File: config.mk
export PLATFORM = sky130hd
export DESIGN_NAME = wm_plant_sense
export DESIGN_NICKNAME = d
export VERILOG_FILES = /design/src/rtl/wm_pkg.sv /design/src/rtl/wm_level_counter.sv /design/src/rtl/wm_plant_sense.sv
export SDC_FILE = /design/constraint.sdc
export NUM_CORES = 1
export LEC_CHECK = 0
export BUFFER_PORTS_ARGS = -buffer_cell sky130_fd_sc_hd__buf_2
export CORE_MARGIN = 2
export CORE_UTILIZATION = 50
export DETAILED_ROUTE_END_ITERATION = 8
export PLACE_DENSITY = 0.8
export SYNTH_ARGS = -nofsm -noshare
export SYNTH_HDL_FRONTEND = slang
export SYNTH_SLANG_ARGS = --single-unit
File: constraint.sdc
create_clock -name clk -period 2.45 [get_ports clk]
set_clock_uncertainty 0.1 [all_clocks]
set_input_delay 0.245 -clock clk [delete_from_list [all_inputs] [get_ports clk]]
set_output_delay 0.245 -clock clk [all_outputs]
set_load 0.05 [all_outputs]
File: src/rtl/wm_pkg.sv
// wm_pkg: definitions shared by the washing-machine plant model and the
// controller bench.
//   wm_phase_e      - phase FSM state encoding (3 bits)
//   WM_FULL_LEVEL   - default level at which the drum counts as full
//   WM_CYCLE_TICKS  - default wash duration in ticks
//   WM_SPIN_TICKS   - default spin duration in ticks
package wm_pkg;

   typedef enum logic [2:0] {
      PH_IDLE      = 3'd0,
      PH_WASH      = 3'd1,
      PH_WASH_DONE = 3'd2,
      PH_SPIN      = 3'd3,
      PH_SPIN_DONE = 3'd4
   } wm_phase_e;

   localparam int WM_FULL_LEVEL  = 200;
   localparam int WM_CYCLE_TICKS = 1000;
   localparam int WM_SPIN_TICKS  = 500;

endpackage

File: src/rtl/wm_level_counter.sv
// wm_level_counter: saturating water level register with full/empty decode.
// Ports:
//   clk, reset      - clock, asynchronous active-high reset
//   tick            - time-base strobe; the level moves only on tick cycles
//   fill_valve_on   - raise the level by FILL_STEP (saturates at 2^LEVEL_W-1)
//   drain_valve_on  - lower the level by DRAIN_STEP (saturates at 0)
//   level           - current water level
//   filled          - level >= FULL_LEVEL (registered, tracks level)
//   drained         - level == 0 (registered, tracks level)
module wm_level_counter
   import wm_pkg::*;
#(
   parameter int LEVEL_W    = 8,
   parameter int FULL_LEVEL = WM_FULL_LEVEL,
   parameter int FILL_STEP  = 4,
   parameter int DRAIN_STEP = 8
) (
   input  logic               clk,
   input  logic               reset,
   input  logic               tick,
   input  logic               fill_valve_on,
   input  logic               drain_valve_on,
   output logic [LEVEL_W-1:0] level,
   output logic               filled,
   output logic               drained
);

   localparam logic [LEVEL_W:0] MAX_EXT   = {1'b0, {LEVEL_W{1'b1}}};
   localparam logic [LEVEL_W:0] FILL_EXT  = (LEVEL_W+1)'(FILL_STEP);
   localparam logic [LEVEL_W:0] DRAIN_EXT = (LEVEL_W+1)'(DRAIN_STEP);
   localparam logic [LEVEL_W:0] FULL_EXT  = (LEVEL_W+1)'(FULL_LEVEL);

   logic [LEVEL_W:0]   sum_ext;
   logic [LEVEL_W:0]   diff_ext;
   logic [LEVEL_W-1:0] level_next;

   // One extra bit catches overflow on fill and the borrow on drain.
   assign sum_ext  = {1'b0, level} + FILL_EXT;
   assign diff_ext = {1'b0, level} - DRAIN_EXT;

   always_comb begin
      level_next = level;
      if (tick && fill_valve_on && !drain_valve_on) begin
         level_next = (sum_ext > MAX_EXT) ? MAX_EXT[LEVEL_W-1:0] : sum_ext[LEVEL_W-1:0];
      end else if (tick && drain_valve_on && !fill_valve_on) begin
         level_next = diff_ext[LEVEL_W] ? '0 : diff_ext[LEVEL_W-1:0];
      end
   end

   // Flags decode the next level so they move on the same edge as level.
   always_ff @(posedge clk or posedge reset) begin
      if (reset) begin
         level   <= '0;
         filled  <= 1'b0;
         drained <= 1'b1;
      end else begin
         level   <= level_next;
         filled  <= ({1'b0, level_next} >= FULL_EXT);
         drained <= (level_next == '0);
      end
   end

endmodule

File: src/rtl/wm_plant_sense.sv
// wm_plant_sense: plant model and sensor generator for the washing machine
// controller. Turns actuator outputs into level sensors and phase timeouts.
// Optional feature macro: WM_PLANT_FAULT_EN enables sticky fault detection;
// without it the fault port is tied to 0.
// Ports:
//   clk, reset       - clock, asynchronous active-high reset
//   tick             - time-base strobe for level and timer updates
//   fill_valve_on    - fill actuator
//   drain_valve_on   - drain actuator
//   motor_on         - drum motor; starts/abandons a phase
//   door_lock        - door lock actuator (fault detection only)
//   water_level      - current level
//   filled, drained  - level sensors
//   cycle_timeout    - high while the wash phase is complete
//   spin_timeout     - high while the spin phase is complete
//   fault            - sticky fault flag
//
// state        | meaning
// PH_IDLE      | motor off, no phase running
// PH_WASH      | wash phase, counting ticks toward CYCLE_TICKS
// PH_WASH_DONE | wash complete, cycle_timeout held high
// PH_SPIN      | spin phase, counting ticks toward SPIN_TICKS
// PH_SPIN_DONE | spin complete, spin_timeout held high
module wm_plant_sense
   import wm_pkg::*;
#(
   parameter int LEVEL_W     = 8,
   parameter int FULL_LEVEL  = WM_FULL_LEVEL,
   parameter int FILL_STEP   = 4,
   parameter int DRAIN_STEP  = 8,
   parameter int TIMER_W     = 16,
   parameter int CYCLE_TICKS = WM_CYCLE_TICKS,
   parameter int SPIN_TICKS  = WM_SPIN_TICKS
) (
   input  logic               clk,
   input  logic               reset,
   input  logic               tick,
   input  logic               fill_valve_on,
   input  logic               drain_valve_on,
   input  logic               motor_on,
   input  logic               door_lock,
   output logic [LEVEL_W-1:0] water_level,
   output logic               filled,
   output logic               drained,
   output logic               cycle_timeout,
   output logic               spin_timeout,
   output logic               fault
);

   localparam logic [TIMER_W-1:0] CYCLE_LAST = TIMER_W'(CYCLE_TICKS - 1);
   localparam logic [TIMER_W-1:0] SPIN_LAST  = TIMER_W'(SPIN_TICKS - 1);

   wm_phase_e          phase;
   logic [TIMER_W-1:0] cnt;

   wm_level_counter #(
      .LEVEL_W    (LEVEL_W),
      .FULL_LEVEL (FULL_LEVEL),
      .FILL_STEP  (FILL_STEP),
      .DRAIN_STEP (DRAIN_STEP)
   ) u_level (
      .clk            (clk),
      .reset          (reset),
      .tick           (tick),
      .fill_valve_on  (fill_valve_on),
      .drain_valve_on (drain_valve_on),
      .level          (water_level),
      .filled         (filled),
      .drained        (drained)
   );

   // Motor dropping out abandons the phase before any timer completion.
   // The entry cycle only picks the phase; its tick is not counted.
   always_ff @(posedge clk or posedge reset) begin
      if (reset) begin
         phase         <= PH_IDLE;
         cnt           <= '0;
         cycle_timeout <= 1'b0;
         spin_timeout  <= 1'b0;
      end else if (phase != PH_IDLE && !motor_on) begin
         phase         <= PH_IDLE;
         cnt           <= '0;
         cycle_timeout <= 1'b0;
         spin_timeout  <= 1'b0;
      end else begin
         case (phase)
            PH_IDLE: begin
               if (motor_on) begin
                  phase <= drained ? PH_SPIN : PH_WASH;
                  cnt   <= '0;
               end
            end
            PH_WASH: begin
               if (tick) begin
                  if (cnt == CYCLE_LAST) begin
                     phase         <= PH_WASH_DONE;
                     cnt           <= '0;
                     cycle_timeout <= 1'b1;
                  end else begin
                     cnt <= cnt + TIMER_W'(1);
                  end
               end
            end
            PH_SPIN: begin
               if (tick) begin
                  if (cnt == SPIN_LAST) begin
                     phase        <= PH_SPIN_DONE;
                     cnt          <= '0;
                     spin_timeout <= 1'b1;
                  end else begin
                     cnt <= cnt + TIMER_W'(1);
                  end
               end
            end
            default: begin
               // Done states hold until the motor stops.
            end
         endcase
      end
   end

`ifdef WM_PLANT_FAULT_EN
   always_ff @(posedge clk or posedge reset) begin
      if (reset) begin
         fault <= 1'b0;
      end else if ((tick && fill_valve_on && drain_valve_on) || (motor_on && !door_lock)) begin
         fault <= 1'b1;
      end
   end
`else
   logic unused_door_lock;
   assign unused_door_lock = door_lock;
   assign fault = 1'b0;
`endif

endmodule

==> key figures <==
Placement
  • Placed insts: 282
  • Post-DP HPWL: 3030 um
  • DP Area: 2130 um2
  • Final Wtd Congestion: 0.859
  • PortBufs: 17

Global route
  • Vias in the first global route: 1551
  • Largest net degree at the start of global routing: 32
  • Initial antenna violation count: 0
  • GR Overflow Total: 0
  • GRT Total Usage: 21.6%
  • First-pass GRT wire length: 7320 um

Finish
  • # diodes: 0
  • Most frequent cells in the layout: dfrtp_1 (30), nor2_1 (22), nand2_1 (20)
  • Fin nets: 254
  • Synth-to-Final Area Change: 11.8%
  • Most common cell after layout, fill and taps aside: dfrtp_1
  • Post-Layout Cell Count: 291
  • Fraction of layout cells with a size suffix above 1: 18.1%
  • Cell area after layout: 2240 um2

Worst hold path
  • Hold path endpoint: phase[2]
  • WHS Path Cells: 2
  • Min-delay src: motor_on
  • Hold Crit Class: in -> reg

Worst setup path
  • Startpoint types: flip-flop
  • Worst EP arrival: 2.25 ns
  • CP Class: reg -> reg
  • Worst flop-to-flop path startpoint: u_level.level[3]
  • Worst Path Max Fanout: 9
  • Worst path bufs/invs: 1
  • CP max-delay cell: dfrtp_1
  • Worst path cell trace: ha_1 -> nand3_1 -> nor3_1 -> buf_4 -> nor4b_1 -> a2bb2oi_1 -> and4_1
  • R2R cell count: 7
  • R2R Setup Slk: 0.32 ns
  • Req. time, crit path: 2.57 ns
  • Critical path's largest stage delay: 0.49 ns
  • Critical Path Sink Type: flip-flop
  • Crit-path leading delay family: simple AND/OR/NAND/NOR gates
  • Reg2reg end: u_level.drained

Yosys
  • Post-synthesis cell count: 220
  • Asr flop ratio synth: 100%
  • Synth Warn #: 0
  • EDFF count, synth: 0
  • Post-synthesis sequential area ratio: 38.8%
  • Flops & latches, synth: 31
  • Largest cells by area after synthesis: dfrtp_1 (38%), nor2_1 (4.1%), nand2_1 (3.8%), o21ai_0 (3.3%), ha_1 (3.1%)
  • Yosys top cell by area: dfrtp_1
  • Synthesized area: 2000 um2
  • Synth Area per Inst: 9.10 um2
  • Syn nets: 232
  • Synth cell types: 62
  • Synth top area share: 37.5%
  • Ys flop type: dfrtp_1

Routing
  • Via count: 1682
  • Final WL: 4240 um
  • Via/cell ratio: 5.78
  • DRT Pass-1 Iters: 4
  • Antenna viol nets, final: 0
  • Iteration-0 DRC Markers: 135
  • DR WL/cell: 14.6 um
  • Residual DRC: 0

STA
  • Tmin final: 2.13 ns
  • Fin. max-slew vios: 0
  • Max Clk Rate: 470 MHz
  • RSZ-0062 raised after global routing: false
  • Setup TNS: 0 ns
  • Hold_ws: 0.165 ns
  • Final setup fails: 0
  • Final worst path period share: 86.8%
  • Final Hold Vio Count: 0

Floorplanning
  • Die Ht: 67.3 um
  • DIE AREA: 4530 um2
  • Initial core utilization: 53.5%
  • Chip Width: 67.3 um
  • # IOs: 20
  • FP Rows: 22
  • Core Region: 3740 um2

Clocking
  • CTS root buf: clkbuf_8
  • CTS tree: done
  • CTS Buffer Depth: 2
  • Clock transition at path regs: 0.06 ns
  • Clk Latency, worst-skew pair: 0.28 ns
  • Post-CTS Setup Inserts: 0
  • H-tree depth: 2
  • CTS Buf Count: 5
  • Clk sinks: 31

Pwr
  • P_leak: 0.997 nW
  • PD cells: 980 nW/um2
  • Register share of total power: 35.7%
  • Maximum vdd drop: 0.736 mV
  • Clock Power Share: 20.0%
  • Net switching power: 1.00 mW
  • Internal: 1.19 mW
  • Combinational share of power: 44.3%
  • Net Sw Frac: 45.6%

Job
  • MaxCap Viol Count: 0

Run status
  • Outcome: completed
==> cells by family (layout without fill, tap and decap cells) <==
kind of cell             after synthesis  in the layout  synth area share [%]
AO/OA/AOI/OAI                         53             53                  20.2
XOR/XNOR                               7              7                  3.06
adder cells (fa/ha/maj)                5              5                  3.13
buffers and inverters                 16             39                  4.12
flip-flops                            31             31                  38.8
multiplexers                           1              1                 0.500
other                                  1              1                 0.187
AND/OR/NAND/NOR                      106            106                  30.0
==> worst max-delay path by stage <==
| stage | startpoint | endpoint | slack, ns | depth (start not counted) |
|---|---|---|---|---|
| 3_3_place_gp | u_level.level[3] | u_level.filled | 0.39 | 5 |
| 2_1_floorplan | u_level.level[3] | u_level.filled | 0.20 | 5 |
| 5_1_grt | u_level.level[3] | u_level.drained | 0.15 | 7 |
| 3_5_place_dp | u_level.level[3] | u_level.filled | 0.38 | 5 |
| 6_report | u_level.level[3] | u_level.drained | 0.32 | 7 |
| 4_1_cts | u_level.level[3] | u_level.drained | 0.36 | 7 |
==> cells in the mapped netlist (3+ instances only) <==
master / count
dfrtp_1: 30
nor2_1: 22
nand2_1: 20
o21ai_0: 13
nor3_1: 10
inv_1: 9
nand3_1: 7
a22o_1: 6
and3_1: 6
ha_1: 5
nor2b_1: 5
xnor2_1: 5
a21oi_1: 4
and4_1: 4
nor4_1: 4
a31oi_1: 3
nor3_2: 3
nor3b_1: 3
==> power groups by stage <==
stage / Combinational, mW / Clock, mW / Sequential (mW)
2_1_floorplan: 0.601 / 0 / 0.952
4_1_cts: 0.972 / 0.457 / 0.778
3_5_place_dp: 0.966 / 0 / 0.786
6_report: 0.971 / 0.439 / 0.783
5_1_grt: 1.05 / 0.486 / 0.803
3_3_place_gp: 0.953 / 0 / 0.785
==> what timing repair did <==
item | 4_1_cts | 5_1_grt
endpoints found under the hold margin | 30 | 0
hold buffers | 1 | 0
resized for setup | 0 | 0
setup endpoints to repair | 0 | 0
==> registers in the layout (all words and copies together), names as in the netlist <==
register         count
phase                3
u_level.filled       1
u_level.drained      1
cycle_timeout        1
spin_timeout         1
cnt                 16
u_level.level        8
==> metrics by stage <==
step / worst slack (ns) / util [%] / total power [mW]
after CTS: 0.359 / 59.8 / 2.21
after detailed placement: 0.378 / 56.9 / 1.75
after global placement: 0.389 / 56.9 / 1.74
after floorplan: 0.199 / - / 1.55
final: 0.323 / 59.8 / 2.19
after global routing: 0.146 / 59.8 / 2.34
==> metal layers <==
metal	part of all wire [%]	global-route usage [%]	up-vias
li1	-	-	854
met1	49	30.1	788
met2	44	32.5	36
met3	5.4	6.00	4
met4	1.3	6.89	0
met5	0	0	-
==> cell type report <==
cell class	count	area, um2
Multi-Input combinational cell	173	1140
Fill cell	327	1510
Clock buffer	8	100
Timing Repair Buffer	22	125
Sequential cell	31	777
Tap cell	48	60.1
Inverter	9	33.8
No activity file was read; power rests on OpenSTA's default activity.
